**src/rtl/rr_lock_arbiter_x_in_pkg.sv**
```systemverilog
// Shared types and defaults for the round-robin packet-locking arbiter.
// Latency: n/a (declarations only).
// Backpressure: n/a.
package rr_lock_arbiter_x_in_pkg;

    // Default geometry: five router input ports, 3-bit index
    localparam int DEF_IO_SIZE = 5;
    localparam int DEF_IO_W    = 3;

    // Arbiter state: free arbitration, or grant pinned to a packet owner
    typedef enum logic {
        ST_IDLE   = 1'b0,
        ST_LOCKED = 1'b1
    } arb_state_e;

endpackage

```
**src/rtl/rr_lock_arbiter_x_in_if.sv**
```systemverilog
// Request/grant bundle between requesters and the arbiter.
// Latency: n/a (wires only).
// Backpressure: grant_accept from downstream qualifies each granted flit.
interface rr_lock_arbiter_x_in_if
    import rr_lock_arbiter_x_in_pkg::*;
#(
    parameter int IO_SIZE = DEF_IO_SIZE,
    parameter int IO_w    = DEF_IO_W
);
    logic [IO_SIZE-1:0] req;
    logic [IO_SIZE-1:0] tail;
    logic               grant_accept;
    logic [IO_SIZE-1:0] grant;
    logic [IO_w-1:0]    grant_id;
    logic               grant_valid;
    logic [IO_w-1:0]    token;
    logic               locked;

    // Requester / downstream side
    modport master (
        output req, tail, grant_accept,
        input  grant, grant_id, grant_valid, token, locked
    );

    // Arbiter side
    modport slave (
        input  req, tail, grant_accept,
        output grant, grant_id, grant_valid, token, locked
    );
endinterface

```
**src/rtl/rr_lock_arbiter_x_in_priority_select.sv**
```systemverilog
// Round-robin pick: rotate req by token, take lowest set bit, rotate back, encode.
// Latency: purely combinational.
// Backpressure: none; caller decides when a pick is consumed.
module rr_priority_select_x_in
    import rr_lock_arbiter_x_in_pkg::*;
#(
    parameter int IO_SIZE = DEF_IO_SIZE,
    parameter int IO_w    = DEF_IO_W
) (
    input  logic [IO_SIZE-1:0] req_i,
    input  logic [IO_w-1:0]    token_i,
    output logic [IO_SIZE-1:0] grant_o,
    output logic [IO_w-1:0]    grant_id_o
);
    logic [2*IO_SIZE-1:0] req_dbl;
    logic [2*IO_SIZE-1:0] req_shr;
    logic [IO_SIZE-1:0]   req_rot;
    logic [IO_SIZE-1:0]   pick_rot;
    logic [2*IO_SIZE-1:0] pick_shl;

    // Token position becomes bit 0, so fixed lowest-bit priority equals round-robin
    always_comb begin
        req_dbl  = {req_i, req_i};
        req_shr  = req_dbl >> token_i;
        req_rot  = req_shr[IO_SIZE-1:0];
        pick_rot = req_rot & (~req_rot + IO_SIZE'(1));
        pick_shl = {pick_rot, pick_rot} << token_i;
        grant_o  = pick_shl[2*IO_SIZE-1:IO_SIZE];
    end

    // One-hot to index; zero when nothing is granted
    always_comb begin
        grant_id_o = '0;
        for (int i = 0; i < IO_SIZE; i++) begin
            if (grant_o[i]) grant_id_o = IO_w'(i);
        end
    end
endmodule

```
**src/rtl/rr_lock_arbiter_x_in.sv**
```systemverilog
// Round-robin input-port arbiter; optional head-to-tail lock, token advances per packet.
// Latency: grant combinational from req; token/locked registered (next cycle).
// Backpressure: state only moves on grant_accept with a valid grant; otherwise holds.
module rr_lock_arbiter_x_in
    import rr_lock_arbiter_x_in_pkg::*;
#(
    parameter int IO_SIZE = DEF_IO_SIZE,
    parameter int IO_w    = DEF_IO_W,
    parameter bit LOCK_EN = 1'b1
) (
    input  logic                  clk,
    input  logic                  rst_p,
    rr_lock_arbiter_x_in_if.slave arb
);
    arb_state_e         state_q, state_d;
    logic [IO_w-1:0]    owner_q, owner_d;
    logic [IO_w-1:0]    token_q, token_d;

    logic [IO_SIZE-1:0] sel_grant;
    logic [IO_w-1:0]    sel_id;
    logic [IO_SIZE-1:0] grant_c;
    logic [IO_w-1:0]    grant_id_c;
    logic               fire;

    rr_priority_select_x_in #(
        .IO_SIZE (IO_SIZE),
        .IO_w    (IO_w)
    ) u_sel (
        .req_i      (arb.req),
        .token_i    (token_q),
        .grant_o    (sel_grant),
        .grant_id_o (sel_id)
    );

    // While locked only the owner may win; a dropped owner request is a bubble
    always_comb begin
        grant_c    = sel_grant;
        grant_id_c = sel_id;
        if (state_q == ST_LOCKED) begin
            if (arb.req[owner_q]) begin
                grant_c    = IO_SIZE'(1) << owner_q;
                grant_id_c = owner_q;
            end else begin
                grant_c    = '0;
                grant_id_c = '0;
            end
        end
    end

    assign arb.grant       = grant_c;
    assign arb.grant_id    = grant_id_c;
    assign arb.grant_valid = |grant_c;
    assign arb.token       = token_q;
    assign arb.locked      = (state_q == ST_LOCKED);
    assign fire            = arb.grant_accept & arb.grant_valid;

    // Next state: token moves past the winner only when its tail is consumed
    always_comb begin
        state_d = state_q;
        owner_d = owner_q;
        token_d = token_q;
        case (state_q)
            ST_IDLE: begin
                if (fire) begin
                    if (arb.tail[grant_id_c] || !LOCK_EN) begin
                        token_d = (grant_id_c == IO_w'(IO_SIZE - 1)) ? '0 : grant_id_c + IO_w'(1);
                    end else begin
                        owner_d = grant_id_c;
                        state_d = ST_LOCKED;
                    end
                end
            end
            ST_LOCKED: begin
                if (fire && arb.tail[owner_q]) begin
                    token_d = (owner_q == IO_w'(IO_SIZE - 1)) ? '0 : owner_q + IO_w'(1);
                    state_d = ST_IDLE;
                end
            end
            default: state_d = ST_IDLE;
        endcase
    end

    // State, owner and token registers with asynchronous reset
    always_ff @(posedge clk or posedge rst_p) begin
        if (rst_p) begin
            state_q <= ST_IDLE;
            owner_q <= '0;
            token_q <= '0;
        end else begin
            state_q <= state_d;
            owner_q <= owner_d;
            token_q <= token_d;
        end
    end
endmodule

```
**src/flat_wrapper.sv**
```systemverilog
// flat-port wrapper written by rule: the top's interface ports become plain ports
module rr_lock_arbiter_x_in_flat import rr_lock_arbiter_x_in_pkg::*;
#(
    parameter int IO_SIZE = DEF_IO_SIZE,
    parameter int IO_w    = DEF_IO_W,
    parameter bit LOCK_EN = 1'b1
)
  (clk, rst_p, arb_req, arb_tail, arb_grant_accept, arb_grant, arb_grant_id, arb_grant_valid, arb_token, arb_locked);
  rr_lock_arbiter_x_in_if #(.IO_SIZE(IO_SIZE), .IO_w(IO_w)) arb_i ();
  input  logic clk;
  input  logic rst_p;
  input wire logic [$bits(arb_i.req)-1:0] arb_req;
  input wire logic [$bits(arb_i.tail)-1:0] arb_tail;
  input wire logic [$bits(arb_i.grant_accept)-1:0] arb_grant_accept;
  output wire logic [$bits(arb_i.grant)-1:0] arb_grant;
  output wire logic [$bits(arb_i.grant_id)-1:0] arb_grant_id;
  output wire logic [$bits(arb_i.grant_valid)-1:0] arb_grant_valid;
  output wire logic [$bits(arb_i.token)-1:0] arb_token;
  output wire logic [$bits(arb_i.locked)-1:0] arb_locked;
  assign arb_i.req = arb_req;
  assign arb_i.tail = arb_tail;
  assign arb_i.grant_accept = arb_grant_accept;
  assign arb_grant = arb_i.grant;
  assign arb_grant_id = arb_i.grant_id;
  assign arb_grant_valid = arb_i.grant_valid;
  assign arb_token = arb_i.token;
  assign arb_locked = arb_i.locked;
  rr_lock_arbiter_x_in #(.IO_SIZE(IO_SIZE), .IO_w(IO_w), .LOCK_EN(LOCK_EN)) u_core (.clk(clk), .rst_p(rst_p), .arb(arb_i));
endmodule
```
**config.mk**
```make
export PLATFORM = sky130hd
export DESIGN_NAME = rr_lock_arbiter_x_in_flat
export DESIGN_NICKNAME = d
export VERILOG_FILES = /design/src/rtl/rr_lock_arbiter_x_in_pkg.sv /design/src/rtl/rr_lock_arbiter_x_in_if.sv /design/src/rtl/rr_lock_arbiter_x_in_priority_select.sv /design/src/rtl/rr_lock_arbiter_x_in.sv /design/src/flat_wrapper.sv
export SDC_FILE = /design/constraint.sdc
export NUM_CORES = 1
export LEC_CHECK = 0
export ABC_CLOCK_PERIOD_IN_PS = 3100
export CORE_MARGIN = 3
export CORE_UTILIZATION = 50
export CTS_CLUSTER_SIZE = 12
export DETAILED_ROUTE_END_ITERATION = 10
export PLACE_DENSITY = 0.82
export SYNTH_ARGS = -nofsm -noshare
export SYNTH_HDL_FRONTEND = slang
export SYNTH_SLANG_ARGS = --single-unit
```
**constraint.sdc**
```tcl
create_clock -name clk -period 3.1 [get_ports clk]
set_clock_uncertainty 0.2 [all_clocks]
set_input_delay 0.465 -clock clk [delete_from_list [all_inputs] [get_ports clk]]
set_output_delay 0.465 -clock clk [all_outputs]
set_load 0.005 [all_outputs]
```
==> results of run 1 <==
==> Yosys cell counts, types with 3 or more instances <==
| library cell | n |
|---|---|
| dfrtp_1 | 7 |
| nand2b_1 | 4 |
| or3_1 | 3 |
| clkbuf_1 | 8 |
| and3_1 | 4 |
| o21ai_0 | 13 |
| o22ai_1 | 4 |
| nor2_1 | 10 |
| nor2b_1 | 6 |
| a211o_1 | 3 |
| nand3_1 | 6 |
| o211ai_1 | 4 |
| a211oi_1 | 5 |
| a31oi_1 | 7 |
| o31a_1 | 3 |
| buf_2 | 8 |
| nor3_1 | 7 |
| a22oi_1 | 4 |
| mux2_2 | 6 |
| a21o_1 | 3 |
| inv_1 | 11 |
| mux2i_1 | 13 |
| ha_1 | 7 |
| nand2_1 | 15 |
| a21oi_1 | 11 |
==> kinds of logic after synthesis <==
logic type	share of synthesized area (%)
compound gates	37.7
flops	10.7
mux	15.6
simple gates	22.1
buf+inv	8.60
fa+ha+maj	5.33
==> stage by stage <==
step / setup WS (ns) / instances / cell area [µm²] / util (%)
floorplan: -0.243 / 220 / 1670 / -
global placement: -1.11 / 348 / 2460 / 79.4
detailed placement: -1.20 / 348 / 2460 / 79.4
==> metrics.txt, run 1 <==
Synth top area share=between 10% and 20%; Mean Syn Cell Area=about 7.5 µm²; Initial Util=between 50% and 60%; FP Rows=20; Mapped Area=~0.0016 mm²; post-cts hold buffer count=0; CTS root buf=clkbuf_4; outcome=did not finish; Synth Net Count=240; Post-synth EDFFs=0; DP HPWL=5100 µm; Syn. warnings=0; ys async rst share=100%; chip width=approximately 63 µm; CTS Buf Count=3; leading area contributor after synthesis=dfrtp_1; Stopped at=clock tree synthesis (4_1_cts); post_cts resized=108; stop err=[ERROR DPL-0033] detailed placement checks failed during check placement.; post-synthesis cell type count=58; sequential area share after synthesis=a little over a tenth; Mapped Cells=220; Synth area leaders=dfrtp_1 (11%), mux2i_1 (7.9%), ha_1 (5.3%); Max clock buf depth=2; ys flop type=dfrtp_1; Yosys reg bits=7; port bufs=25; clock tree sinks=7; Die H=approximately 63 µm; Post-CTS Setup Inserts=27; # IOs=26; RD Place Congestion=0.986; htree depth=1
==> run 2: changes to the inputs <==
ABC_CLOCK_PERIOD_IN_PS = 4000   (was 3100)
CORE_UTILIZATION = 40   (was 50)
CTS_CLUSTER_SIZE = not set   (was 12)
PLACE_DENSITY = not set   (was 0.82)
PLACE_DENSITY_LB_ADDON = 0.15   (was not set)
clock period = 4 ns   (was 3.1 ns; I/O delays follow)
==> metrics.txt, run 2 <==
outcome=complete, no violations; full die area=0.00492 mm²; worst skew pair latency=0.22 ns; port bufs=25 (unchanged); Max Clk Rate=about 0.26 GHz; RD Place Congestion=0.946 (-4.1%); fin crit period=just under 4 ns; post-route insts no fill=360; GR Util All Layers=about a quarter; # DRC=0; crit path DAT=between 3 and 4 ns; dpl ws=-0.600 ns (+0.596 ns); DR WL/cell=about 17 µm; commonest non-fill, non-tap cell in the layout=buf_4; CTS root buf=clkbuf_8; Clock transition at path regs=roughly 0.040 ns; Final Routed Wirelength=roughly 6000 µm; Hold Vio Cnt, Final=0; htree depth=1 (unchanged); count leader, synth=nand2_1; DP HPWL=4810 µm (-5.7%); Die H=70.1 µm (+11%); vias=around 2,100; RR Endpoint=u_core.arb.token[0]; static leakage power=between 1 and 1.5 nW; CTS tree=built; Mapped Area=0.00164 mm² (unchanged); transition time at the pin with the least slew margin=roughly 0.46 ns; grt total ovfl=0; pwr/cell area=around 1000 mW/mm²; fin crit share=between 90% and 100%; ys async rst share=100% (unchanged); r2r worst-path depth=13; ys flop type=dfrtp_1; Hold Crit Class=primary input to async pin; CTS Buf Count=3 (unchanged); Mean Syn Cell Area=7.47 µm² (unchanged); final worst slack=approximately 0.11 ns; Synth Net Count=240 (unchanged); Max clock buf depth=2 (unchanged); Core Area=around 0.0038 mm²; Synth top area share=10.7% (unchanged); Syn. warnings=0 (unchanged); first-pass GRT wire length=~10,000 µm; R2R Path Start=u_core.arb.token[0]; Slew headroom=around 70%; # IOs=26 (unchanged); critical path required time=between 3 and 4 ns; final hold slack=0.403 ns; Mapped Cells=220 (unchanged); Initial Util=43.3% (-9.7 points); FP Rows=22 (+10%); R2R Setup Slk=approximately 0.37 ns; clock tree sinks=7 (unchanged); max_cap viols=0; setup violators final=0; leading area contributor after synthesis=dfrtp_1; kind of end point of the critical path=output port; post-cts hold buffer count=0 (unchanged); chip width=70.1 µm (+11%); post-synthesis cell type count=58 (unchanged); kind of critical path=register to output port; Pre-antenna DRT Iters=5; Starting DRT DRC Count=between 150 and 200; Post-synth EDFFs=0 (unchanged); most frequent cells in the layout=buf_4 (79), clkdlybuf4s50_1 (17), nand2_1 (15); CP Max Fanout=5; antenna violations before repair=0; layout cells sized above 1=approximately 37%; ANT cells=0; drt via density=roughly 6.0; pin count of the biggest net entering global routing=18; number of global-route vias before repair=around 2,100; nets=roughly 330; P&R area growth vs syn=57.2%; type of origin of the critical path=register; Yosys reg bits=7 (unchanged); sequential area share after synthesis=10.7% (unchanged); Placed Cells=347 (-0.29%); Final Max Tran Viols=0; Peak VDD IR=about 0.70 mV; Routed Antenna Nets=0; Synth area leaders=dfrtp_1 (11%), mux2i_1 (7.9%), ha_1 (5.3%); commonest cells in the netlist=nand2_1 (15), mux2i_1 (13), o21ai_0 (13)
run 2: cell counts after synthesis:
Identical to the previous run, type by type.
run 2: power by group:
| group | total, W | switching (W) | internal, W |
|---|---|---|---|
| logic | 0.00234 | 0.00110 | 0.00124 |
| clock network | 0.0000994 | 0.0000305 | 0.0000690 |
| registers | 0.000172 | 0.0000647 | 0.000107 |
run 2: cells by family after synthesis:
kind of cell	after synthesis	synth area share, %
adder cells (fa/ha/maj)	7	5.33
buffers and inverters	31	8.60
multiplexers	22	15.6
AND/OR/NAND/NOR	68	22.1
flip-flops	7	10.7
AO/OA/AOI/OAI	85	37.7
run 2: how the worst max path moves through the flow:
stage	start	end	slack (ns)	cells past startpoint
2_1_floorplan	arb_req[0]	arb_grant_valid	0.37	10
3_3_place_gp	arb_req[4]	arb_grant_valid	-0.59	12
3_5_place_dp	arb_req[4]	arb_grant_valid	-0.60	12
4_1_cts	arb_req[3]	arb_grant_valid	0.0001	12
5_1_grt	arb_req[3]	arb_grant[2]	-0.02	9
6_report	u_core.arb.token[0]	arb_grant_valid	0.11	11
run 2: final cells by class:
class                           instances  area [µm²]
Clock buffer                            4        45.0
Sequential cell                         7         176
Multi-Input combinational cell        182        1400
Tap cell                               48        60.1
Fill cell                             333        1210
Timing Repair Buffer                  106         856
Inverter                               13        48.8
run 2: critical path, cell delays in order, from the launching register on:
cell      delay (ns)
dfrtp_2         0.44
buf_4           0.15
buf_4           0.12
mux2i_1         0.13
a22o_1          0.21
or3_4           0.36
a41o_1          0.25
a211o_1         0.25
a22o_1          0.21
or3_4           0.33
or3_1           0.30
clkbuf_2        0.12
run 2: per-layer routing:
metal	GRT usage, %	up-vias	wire (µm)	part of all wire, %
met4	5.74	0	61	1.0
met5	0	-	0	0
met3	3.74	10	505	8.4
li1	-	1032	-	-
met1	35.0	997	2720	45
met2	39.3	103	2700	45
run 2: metrics by stage:
step | total power [W] | instance area [µm²] | TNS [ns] | util (%)
after floorplan | 0.00133 | 1640 | 0 | -
after global placement | 0.00236 | 2410 | -3.78 | 63.6
after detailed placement | 0.00236 | 2410 | -3.84 | 63.6
after CTS | 0.00251 | 2500 | 0 | 65.7
after global routing | 0.00284 | 2580 | -0.0357 | 68.0
final | 0.00261 | 2580 | 0 | 68.0
run 2: what timing repair did:
action,4_1_cts,5_1_grt
endpoints found under the setup margin,9,7
buffers inserted,2,7
gates resized for setup,28,15
hold endpoints to repair,0,0
pin swaps,6,7
No activity file was read; power rests on OpenSTA's default activity.
